## config.mk

```make
export PLATFORM = sky130hd
export DESIGN_NAME = link_tx_serializer_flat
export DESIGN_NICKNAME = d
export VERILOG_FILES = /design/src/rtl/md_noc_pkg.sv /design/src/rtl/link_tx_serializer_if.sv /design/src/rtl/link_tx_serializer_pkt_fifo.sv /design/src/rtl/link_tx_serializer.sv /design/src/flat_wrapper.sv
export SDC_FILE = /design/constraint.sdc
export NUM_CORES = 2
export LEC_CHECK = 0
export CORE_UTILIZATION = 50
export CTS_CLUSTER_SIZE = 8
export DETAILED_ROUTE_END_ITERATION = 8
export GPL_TIMING_DRIVEN = 0
export PLACE_DENSITY = 0.78
export SLEW_MARGIN = 20
export SYNTH_ARGS = -nofsm -noshare
export SYNTH_HDL_FRONTEND = slang
export SYNTH_SLANG_ARGS = --single-unit
```

## constraint.sdc

```tcl
create_clock -name clk -period 36.3 [get_ports clk]
set_input_delay 3.63 -clock clk [delete_from_list [all_inputs] [get_ports clk]]
set_output_delay 3.63 -clock clk [all_outputs]
set_load 0.02 [all_outputs]
```

## src/rtl/md_noc_pkg.sv

```systemverilog
// ============================================================================
// Module      : md_noc_pkg
// Description : Shared constants and types for the inter-node link transmit
//               path. Packet/flit widths, flits per packet, valid-bit
//               position and the serialiser state encoding.
// Revision    : 1.0 - initial release
// ============================================================================
`default_nettype none

package md_noc_pkg;

    localparam int DATA_W    = 256;                 // packet width
    localparam int FLIT_W    = 64;                  // link flit width
    localparam int NF        = DATA_W / FLIT_W;     // flits per packet (>= 2)
    localparam int VALID_BIT = DATA_W - 1;          // packet valid flag position
    localparam int IDX_W     = (NF > 1) ? $clog2(NF) : 1;

    typedef enum logic [0:0] {
        ST_IDLE = 1'b0,
        ST_SEND = 1'b1
    } tx_state_e;

endpackage : md_noc_pkg

`default_nettype wire

```

## src/rtl/link_tx_serializer_if.sv

```systemverilog
// ============================================================================
// Module      : link_tx_serializer_if
// Description : Bundle between the crossbar output mux / link receiver and the
//               transmit serialiser.
//   in_pkt     : packet from the crossbar mux (MSB = valid)
//   stall      : back-pressure to the mux-feeding routers
//   link_data  : flit payload
//   link_valid : flit valid
//   link_head  : first flit of a packet
//   link_tail  : last flit of a packet
//   credit_ret : receiver freed one packet slot (one-cycle pulse)
//   master modport = mux/receiver side, slave modport = serialiser.
// Revision    : 1.0 - initial release
// ============================================================================
`default_nettype none

interface link_tx_serializer_if;
    import md_noc_pkg::*;

    logic [DATA_W-1:0] in_pkt;
    logic              stall;
    logic [FLIT_W-1:0] link_data;
    logic              link_valid;
    logic              link_head;
    logic              link_tail;
    logic              credit_ret;

    modport master (
        output in_pkt,
        output credit_ret,
        input  stall,
        input  link_data,
        input  link_valid,
        input  link_head,
        input  link_tail
    );

    modport slave (
        input  in_pkt,
        input  credit_ret,
        output stall,
        output link_data,
        output link_valid,
        output link_head,
        output link_tail
    );

endinterface : link_tx_serializer_if

`default_nettype wire

```

## src/rtl/link_tx_serializer_pkt_fifo.sv

```systemverilog
// ============================================================================
// Module      : pkt_fifo
// Description : Packet-wide synchronous FIFO, asynchronous active-low reset.
//               A push while full is accepted only when a pop happens in the
//               same cycle (the pop frees the slot). Read data is the head
//               entry, available combinationally.
//   clk, rst_n : clock, async active-low reset
//   i_push     : write request (i_data)
//   i_pop      : read request (ignored when empty)
//   o_data     : head entry
//   o_full     : occupancy == DEPTH
//   o_empty    : occupancy == 0
//   o_count    : occupancy
// Revision    : 1.0 - initial release
// ============================================================================
`default_nettype none

module pkt_fifo #(
    parameter int DEPTH = 8,                       // power of 2
    parameter int WIDTH = 256,
    parameter int CNT_W = $clog2(DEPTH + 1)
) (
    input  wire logic             clk,
    input  wire logic             rst_n,
    input  wire logic             i_push,
    input  wire logic             i_pop,
    input  wire logic [WIDTH-1:0] i_data,
    output logic      [WIDTH-1:0] o_data,
    output logic                  o_full,
    output logic                  o_empty,
    output logic      [CNT_W-1:0] o_count
);

    localparam int PTR_W = (DEPTH > 1) ? $clog2(DEPTH) : 1;

    logic [WIDTH-1:0] r_mem [DEPTH];
    logic [PTR_W-1:0] r_wr_ptr;
    logic [PTR_W-1:0] r_rd_ptr;
    logic [CNT_W-1:0] r_count;

    logic w_push_ok;
    logic w_pop_ok;

    assign o_full    = (r_count == CNT_W'(DEPTH));
    assign o_empty   = (r_count == '0);
    assign w_pop_ok  = i_pop && !o_empty;
    assign w_push_ok = i_push && (!o_full || w_pop_ok);
    assign o_data    = r_mem[r_rd_ptr];
    assign o_count   = r_count;

    // Storage is not reset; only the pointers define validity.
    always_ff @(posedge clk) begin
        if (w_push_ok) begin
            r_mem[r_wr_ptr] <= i_data;
        end
    end

    // Pointers wrap naturally modulo DEPTH (power of two).
    always_ff @(posedge clk or negedge rst_n) begin
        if (!rst_n) begin
            r_wr_ptr <= '0;
            r_rd_ptr <= '0;
            r_count  <= '0;
        end else begin
            if (w_push_ok) begin
                r_wr_ptr <= r_wr_ptr + PTR_W'(1);
            end
            if (w_pop_ok) begin
                r_rd_ptr <= r_rd_ptr + PTR_W'(1);
            end
            case ({w_push_ok, w_pop_ok})
                2'b10:   r_count <= r_count + CNT_W'(1);
                2'b01:   r_count <= r_count - CNT_W'(1);
                default: r_count <= r_count;
            endcase
        end
    end

endmodule : pkt_fifo

`default_nettype wire

```

## src/rtl/link_tx_serializer.sv

```systemverilog
// ============================================================================
// Module      : link_tx_serializer
// Description : Output-link stage behind the crossbar output mux. Buffers whole
//               packets, then serialises them MSB-flit first onto the link,
//               gated by receiver credits. Raises stall while the remaining
//               free entries only cover the packets already in flight
//               upstream.
//   clk            : clock
//   rst_n          : asynchronous active-low reset
//   bus (slave)    : in_pkt/stall from the mux, link_* flits, credit_ret
//   o_err_overflow : sticky, valid packet dropped because the buffer was full
//   o_err_credit   : sticky, credit returned while the counter was at maximum
//   o_pkt_count    : tail flits sent (only with LINK_STATS_EN)
//   o_stall_cycles : cycles with stall high (only with LINK_STATS_EN)
// Configuration : define LINK_STATS_EN to add the two statistics counters.
// Revision    : 1.0 - initial release
// ============================================================================
`default_nettype none

module link_tx_serializer
    import md_noc_pkg::*;
#(
    parameter int PKT_FIFO_DEPTH = 8,
    parameter int CREDITS        = 4,
    parameter int STALL_SLACK    = 3
) (
    input  wire logic           clk,
    input  wire logic           rst_n,
    link_tx_serializer_if.slave bus,
    output logic                o_err_overflow,
    output logic                o_err_credit
`ifdef LINK_STATS_EN
   ,output logic [31:0]         o_pkt_count
   ,output logic [31:0]         o_stall_cycles
`endif
);

    localparam int CNT_W = $clog2(PKT_FIFO_DEPTH + 1);
    localparam int CRD_W = $clog2(CREDITS + 1);

    // ------------------------------------------------------------------
    // Packet buffer
    // ------------------------------------------------------------------
    logic              w_in_valid;
    logic              w_pop;
    logic [DATA_W-1:0] w_fifo_data;
    logic              w_fifo_full;
    logic              w_fifo_empty;
    logic [CNT_W-1:0]  w_fifo_count;
    logic              w_stall;

    assign w_in_valid = bus.in_pkt[VALID_BIT];

    pkt_fifo #(
        .DEPTH (PKT_FIFO_DEPTH),
        .WIDTH (DATA_W),
        .CNT_W (CNT_W)
    ) u_pkt_fifo (
        .clk     (clk),
        .rst_n   (rst_n),
        .i_push  (w_in_valid),
        .i_pop   (w_pop),
        .i_data  (bus.in_pkt),
        .o_data  (w_fifo_data),
        .o_full  (w_fifo_full),
        .o_empty (w_fifo_empty),
        .o_count (w_fifo_count)
    );

    // free <= slack  <=>  occupancy >= depth - slack
    assign w_stall   = (w_fifo_count >= CNT_W'(PKT_FIFO_DEPTH - STALL_SLACK));
    assign bus.stall = w_stall;

    // ------------------------------------------------------------------
    // Serialiser FSM
    // ------------------------------------------------------------------
    tx_state_e         r_state;
    tx_state_e         w_state_nxt;
    logic [DATA_W-1:0] r_shift;
    logic [DATA_W-1:0] w_shift_nxt;
    logic [IDX_W-1:0]  r_idx;
    logic [IDX_W-1:0]  w_idx_nxt;
    logic [FLIT_W-1:0] r_link_data;
    logic [FLIT_W-1:0] w_data_nxt;
    logic              r_link_valid;
    logic              w_valid_nxt;
    logic              r_link_head;
    logic              w_head_nxt;
    logic              r_link_tail;
    logic              w_tail_nxt;
    logic [CRD_W-1:0]  r_credit_cnt;
    logic              w_can_pop;

    assign w_can_pop = !w_fifo_empty && (r_credit_cnt != '0);

    // The head flit is registered on the same edge that pops the packet.
    // SEND hands back to IDLE together with the tail flit, so a ready packet
    // is popped on the very next edge and its head follows the tail with no gap.
    always_comb begin
        w_state_nxt = r_state;
        w_shift_nxt = r_shift;
        w_idx_nxt   = r_idx;
        w_data_nxt  = '0;
        w_valid_nxt = 1'b0;
        w_head_nxt  = 1'b0;
        w_tail_nxt  = 1'b0;
        w_pop       = 1'b0;
        case (r_state)
            ST_IDLE: begin
                if (w_can_pop) begin
                    w_pop       = 1'b1;
                    w_data_nxt  = w_fifo_data[DATA_W-1 -: FLIT_W];
                    w_shift_nxt = w_fifo_data << FLIT_W;
                    w_valid_nxt = 1'b1;
                    w_head_nxt  = 1'b1;
                    w_idx_nxt   = IDX_W'(1);
                    w_state_nxt = ST_SEND;
                end
            end
            ST_SEND: begin
                w_data_nxt  = r_shift[DATA_W-1 -: FLIT_W];
                w_shift_nxt = r_shift << FLIT_W;
                w_valid_nxt = 1'b1;
                if (r_idx == IDX_W'(NF - 1)) begin
                    w_tail_nxt  = 1'b1;
                    w_idx_nxt   = '0;
                    w_state_nxt = ST_IDLE;
                end else begin
                    w_idx_nxt   = r_idx + IDX_W'(1);
                end
            end
            default: begin
                w_state_nxt = ST_IDLE;
                w_idx_nxt   = '0;
            end
        endcase
    end

    always_ff @(posedge clk or negedge rst_n) begin
        if (!rst_n) begin
            r_state      <= ST_IDLE;
            r_shift      <= '0;
            r_idx        <= '0;
            r_link_data  <= '0;
            r_link_valid <= 1'b0;
            r_link_head  <= 1'b0;
            r_link_tail  <= 1'b0;
        end else begin
            r_state      <= w_state_nxt;
            r_shift      <= w_shift_nxt;
            r_idx        <= w_idx_nxt;
            r_link_data  <= w_data_nxt;
            r_link_valid <= w_valid_nxt;
            r_link_head  <= w_head_nxt;
            r_link_tail  <= w_tail_nxt;
        end
    end

    assign bus.link_data  = r_link_data;
    assign bus.link_valid = r_link_valid;
    assign bus.link_head  = r_link_head;
    assign bus.link_tail  = r_link_tail;

    // ------------------------------------------------------------------
    // Credits and error flags
    // ------------------------------------------------------------------
    // A return at full credit is only harmless if a pop consumes one in the
    // same cycle; otherwise it is a protocol error and is not counted.
    logic w_ret_ok;
    logic w_ret_err;

    assign w_ret_err = bus.credit_ret && (r_credit_cnt == CRD_W'(CREDITS)) && !w_pop;
    assign w_ret_ok  = bus.credit_ret && !w_ret_err;

    always_ff @(posedge clk or negedge rst_n) begin
        if (!rst_n) begin
            r_credit_cnt   <= CRD_W'(CREDITS);
            o_err_overflow <= 1'b0;
            o_err_credit   <= 1'b0;
        end else begin
            case ({w_pop, w_ret_ok})
                2'b10:   r_credit_cnt <= r_credit_cnt - CRD_W'(1);
                2'b01:   r_credit_cnt <= r_credit_cnt + CRD_W'(1);
                default: r_credit_cnt <= r_credit_cnt;
            endcase
            if (w_in_valid && w_fifo_full && !w_pop) begin
                o_err_overflow <= 1'b1;
            end
            if (w_ret_err) begin
                o_err_credit <= 1'b1;
            end
        end
    end

`ifdef LINK_STATS_EN
    // ------------------------------------------------------------------
    // Statistics (free-running, wrap at 2^32)
    // ------------------------------------------------------------------
    logic [31:0] r_pkt_count;
    logic [31:0] r_stall_cycles;

    always_ff @(posedge clk or negedge rst_n) begin
        if (!rst_n) begin
            r_pkt_count    <= '0;
            r_stall_cycles <= '0;
        end else begin
            if (w_tail_nxt) begin
                r_pkt_count <= r_pkt_count + 32'd1;
            end
            if (w_stall) begin
                r_stall_cycles <= r_stall_cycles + 32'd1;
            end
        end
    end

    assign o_pkt_count    = r_pkt_count;
    assign o_stall_cycles = r_stall_cycles;
`endif

endmodule : link_tx_serializer

`default_nettype wire

```

## src/flat_wrapper.sv

```systemverilog
// flat-port wrapper written by rule: the top's interface ports become plain ports
module link_tx_serializer_flat import md_noc_pkg::*;
#(
    parameter int PKT_FIFO_DEPTH = 8,
    parameter int CREDITS        = 4,
    parameter int STALL_SLACK    = 3
)
  (clk, rst_n, o_err_overflow, o_err_credit, bus_in_pkt, bus_credit_ret, bus_stall, bus_link_data, bus_link_valid, bus_link_head, bus_link_tail);
  link_tx_serializer_if bus_i ();
  input  wire logic clk;
  input  wire logic rst_n;
  output logic o_err_overflow;
  output logic o_err_credit;
  input wire logic [$bits(bus_i.in_pkt)-1:0] bus_in_pkt;
  input wire logic [$bits(bus_i.credit_ret)-1:0] bus_credit_ret;
  output wire logic [$bits(bus_i.stall)-1:0] bus_stall;
  output wire logic [$bits(bus_i.link_data)-1:0] bus_link_data;
  output wire logic [$bits(bus_i.link_valid)-1:0] bus_link_valid;
  output wire logic [$bits(bus_i.link_head)-1:0] bus_link_head;
  output wire logic [$bits(bus_i.link_tail)-1:0] bus_link_tail;
  assign bus_i.in_pkt = bus_in_pkt;
  assign bus_i.credit_ret = bus_credit_ret;
  assign bus_stall = bus_i.stall;
  assign bus_link_data = bus_i.link_data;
  assign bus_link_valid = bus_i.link_valid;
  assign bus_link_head = bus_i.link_head;
  assign bus_link_tail = bus_i.link_tail;
  link_tx_serializer #(.PKT_FIFO_DEPTH(PKT_FIFO_DEPTH), .CREDITS(CREDITS), .STALL_SLACK(STALL_SLACK)) u_core (.clk(clk), .rst_n(rst_n), .bus(bus_i), .o_err_overflow(o_err_overflow), .o_err_credit(o_err_credit));
endmodule
```

Word level (Yosys, flattened, before mapping)
Memory sizes are Yosys's and may differ from the RTL's.
Cells that the tools add are included.
- RAM bits: 2048
- logic and storage cells: 66
- output and inout bits: 70
- memories kept: 1
- input bits: 259
- register bits after elaboration: 341
- $lt $le $gt $ge: 1
- bitwise logic cells: 1
- $add $sub $neg: 7
- muxes and demuxes: 18
- reduce and logical (&&, ||, !) cells: 17
- eq/ne operators: 8
- memory list (memory ; depth ; bits a word ; read ports ; clocked after Yosys merged registers in ; wr ports ; RTL line ; RTL):
    u_core.u_pkt_fifo.r_mem ; 8 ; 256 ; 1 ; 0 ; 1 ; link_tx_serializer_pkt_fifo.sv:36 ; logic [WIDTH-1:0] r_mem [DEPTH];
- operator list (operator ; number):
    case mux 256 bit (2 select lines) ; 1
    2-to-1 mux 256 bit ; 1
    case mux 64 bit (2 select lines) ; 1
    2-to-1 mux 64 bit ; 1
    adder 3 x 1 -> 3 bit, second input constant ; 3
    logical AND 1 bit ; 8
    case mux 4 bit (2 select lines) ; 1
    2-to-1 mux 1 bit ; 7
    == test 2 bit, second input constant ; 3
    case mux 3 bit (2 select lines) ; 1
    adder 4 x 1 -> 4 bit, second input constant ; 1
    == test 2 x 1 -> 1 bit, second input constant ; 2
    == test 4 bit, second input constant ; 1
    >= comparator 4 x 3 -> 1 bit, second input constant ; 1
    logical NOT 1 bit ; 4
    logical NOT 4 bit ; 1
    2-to-1 mux 2 bit ; 2
    case mux 1 bit (2 select lines) ; 2
    case mux 2 bit (2 select lines) ; 1
    nonzero test 2 bit ; 2
    subtractor 4 x 1 -> 4 bit, second input constant ; 1
    == test 3 bit, second input constant ; 1
    nonzero test 3 bit ; 1
    subtractor 3 x 1 -> 3 bit, second input constant ; 1
    other kinds (4) ; 4

Logic depth before layout (Yosys ltp)
- word-level depth: 11
- gate-level depth with buffers: 13
- depth with buffers taken out: 10

Cells and area by module
A second synthesis with hierarchy kept.
- cells, all modules: 3776
- area, all modules: 87988.1 um^2
- by module, submodules not included (module ; area an instance (um^2) ; seq. area each (um^2) ; cells each ; instances):
    pkt_fifo ; 77495.6 ; 61749.2 ; 3025 ; 1
    link_tx_serializer ; 10492.6 ; 6682.7 ; 751 ; 1

Worst setup path after synthesis
No wires, ideal clock.
- path type: input port to flip-flop
- start point: input port bus_in_pkt[255]
- end point: memory u_core.u_pkt_fifo.r_mem[0][0], enable pin
- arrival: 27751 ps
- path slack: 7052 ps
- path buffers: 0
- stages: 2
- setup time: 1497 ps
- data required time: 34803 ps
- path through: o21ai_2 -> nor4_1
- word-level cells in the longest chain between the ends: 3
- RTL lines (item ; RTL line ; RTL):
    start: declaration ; flat_wrapper.sv:14 ; input wire logic [$bits(bus_i.in_pkt)-1:0] bus_in_pkt;
    logical AND 1 bit ; link_tx_serializer_pkt_fifo.sv:47 ; assign w_push_ok = i_push && (!o_full || w_pop_ok);
    2-to-1 mux 1 bit ; link_tx_serializer_pkt_fifo.sv:53 ; if (w_push_ok) begin
    2-to-1 mux 1 bit (implied by the code) ; link_tx_serializer_pkt_fifo.sv:54 ; r_mem[r_wr_ptr] <= i_data;
    end: declaration ; link_tx_serializer_pkt_fifo.sv:36 ;
Every way passes these cells.

Worst setup path after layout
- start point: input port bus_in_pkt[255]
- end point: memory u_core.u_pkt_fifo.r_mem[4][43], enable pin
Same word-level chain as after synthesis.

==> metrics.yaml <==
grt_max_degree: 93
synth_edf_count: 2048
slew_headroom_pct: 19.27
dieArea_mm2: 0.1753
cts.sinks: 2325
min_path_type: "reg2reg"
fmax_mhz: 140.3
nFillCells: 11180
dp_slack_ps: 28340
leakagePower_nw: 35.89
syn-cell-area_mm2: 0.08681
grt_pass1_wl_mm: 329.0
cp.required_ps: 36920
timing.critical_path.from: "bus_in_pkt[255]"
cts_post_setup_buffers_inserted: 0
wl_mm: 233.2
final_cell_mix: "2048 x edfxtp_1, 512 x mux4_2, 346 x clkbuf_16"
grtUsageMet3_pct: 7.002
netlist_instances: 3905
hold_start: "u_core.r_shift[110]"
clock_latency_ps: 950
period_needed_ps: 7128
ys_seq_area_share_pct: 78.83
row_count: 152
gp_congestion: 0.7995
cts_resized: 0
critical_path.endpoint_type: "flip-flop"
drc: 0
hpwl_mm: 149.8
cts_inserted_buffers: 340
vdd_drop_max_mv: 0.05116
area_growth_pct: 21.59
grt-ovfl-total: 0
grtUsageTotal_pct: 26.50
start_kind: "input pin"
synth_area_per_cell_um2: 22.23
layout.nets: 5116
layout_commonest_cell: "edfxtp_1"
grt_use_met1_pct: 32.97
antenna_found_initial: 95
drv_cap: 0
htreeDepth: 5
synthFlopType: "edfxtp_1"
slew_viol_final: 0
worst_pin_slew_ps: 1211
fp.dieH_um: 418.7
ys_seq_elements: 2325
ios: 329
crit_arrival_ps: 7750
period_share_pct: 19.64
critPathKind: "in2reg"
cts_hold_buf: 0
drtIter0Drc: 5880
setup_viol: 0
cp_max_fo: 11
core_area_mm2: 0.1721
rsz0062_at_grt: "no"
cts-root-buf: "clkbuf_16"
grtUsageMet2_pct: 42.50
status: "complete, no violations"
drive_above_1_share_pct: 25.07
drtPass1Iterations: 6
skew_ps: 69.23
synth_nets: 4170
tns_ps: 0
viasPerCell: 6.194
finalWorstSetupSlack_ps: 29170
start_util_pct: 50.44
cts_tree: "done"
synth.distinct_cells: 43
portBuffers: 328
route.detailed.wl_per_inst_um: 31.43
grt_pass1_vias: 47020
power_density_mw_per_mm2: 82.81
ys_warn_count: 0
synthArstFlopShare_pct: 11.91
clk_pin_slew_worst_paths_ps: 50
r2r-start: "u_core.r_credit_cnt[2]"
fp.dieW_um: 418.7
finalHoldViolations: 0
grt.busiest_layer: "met2"
final_antenna_net_count: 0
vias: 45970
clk_path_buf_depth: 4
-- state kept, by name (all words and copies together) (netlist names) --
| signal | cells |
|---|---|
| u_core.r_credit_cnt | 3 |
| u_core.bus.link_data | 64 |
| u_core.u_pkt_fifo.r_rd_ptr | 3 |
| u_core.r_state | 1 |
| u_core.bus.link_valid | 1 |
| u_core.r_shift | 192 |
| u_core.u_pkt_fifo.o_count | 4 |
| u_core.bus.link_tail | 1 |
| u_core.o_err_credit | 1 |
| u_core.r_idx | 2 |
| u_core.u_pkt_fifo.r_wr_ptr | 3 |
| u_core.u_pkt_fifo.r_mem | 2048 |
| u_core.o_err_overflow | 1 |
| u_core.bus.link_head | 1 |
-- synthesized netlist by cell type, types with 12 or more instances --
library cell	count	area [um^2]
mux4_2	512	11530
mux2i_1	257	2572
o21ai_1	53	265.3
o21ai_0	208	1041
edfxtp_1	2048	61500
buf_1	43	161.4
a22oi_1	128	960.9
buf_4	12	90.09
dfrtp_1	276	6907
nand2_1	134	503.0
buf_2	90	450.4
clkbuf_1	73	274.0
-- worst max-delay path, stage by stage --
cell and delay (ps):
clkdlybuf4s50_1 720, clkbuf_1 390, o211ai_1 410, nor3_2 780
buf_6 250, buf_4 210, buf_6 170, buf_6 140
buf_4 210, buf_4 230, buf_4 210, buf_6 180
buf_4 200
-- area by class of cell --
cell class              instances  area, um^2  share of cell area, %
well taps                    2310        2890                  2.738
diodes                         61       152.6                 0.1446
clock buffers                 536        9382                  8.888
plain buffers                 219       992.2                 0.9400
clock inverters                 5       77.57                0.07349
multi-input cells            1355       17420                  16.50
flip-flops and latches       2325       68430                  64.83
repair buffers                604        6190                  5.864
inverters                       6       22.52                0.02134
-- per-stage QoR --
stage	total power, mW	hold WS [ps]	utilization, %	cell area, um^2	instances
5_1_grt	8.992	512.1	61.32	105500	7415
4_1_cts	8.748	482.5	61.24	105400	7360
6_report	8.741	486.4	61.33	105600	7421
2_1_floorplan	5.124	450.6	-	86810	3905
3_5_place_dp	5.892	471.7	55.74	95940	6819
3_3_place_gp	6.138	460.2	54.03	92990	6543
-- routing by layer --
| layer | share of wire [%] | up-vias |
|---|---|---|
| met5 | 0.13 | - |
| met4 | 5.5 | 50 |
| met3 | 9.9 | 633 |
| met2 | 50 | 3011 |
| met1 | 35 | 24060 |
| li1 | - | 18220 |
-- worst paths after layout --
kind | to | cells after the start | slack [ps]
max in group asynchronous | u_core.r_shift[166] | 3 | 32350
worst max register to register | u_core.u_pkt_fifo.r_mem[4][43] | 13 | 31970
worst max-delay path | u_core.u_pkt_fifo.r_mem[4][43] | 13 | 29170
min in group asynchronous | u_core.bus.link_data[9] | 1 | 2570
worst min register to register | u_core.r_shift[110] | 2 | 490
worst min-delay path | u_core.r_shift[110] | 2 | 490
-- where the power goes --
group / internal [mW] / leakage (nW) / switching [mW] / total (mW)
Sequential: 3.39 / 22.2 / 0.184 / 3.57
Combinational: 0.983 / 9.11 / 1.36 / 2.34
Clock: 1.74 / 4.53 / 1.09 / 2.83
-- logic make-up after synthesis --
kind of cell	Yosys count	synth area share, %
fa+ha+maj	6	0.09513
flops	2325	78.83
simple gates	163	0.7711
xor+xnor	9	0.09081
mux	772	16.28
buf+inv	225	1.163
compound gates	405	2.767
Note: power is estimated with default switching activity, not from simulation.
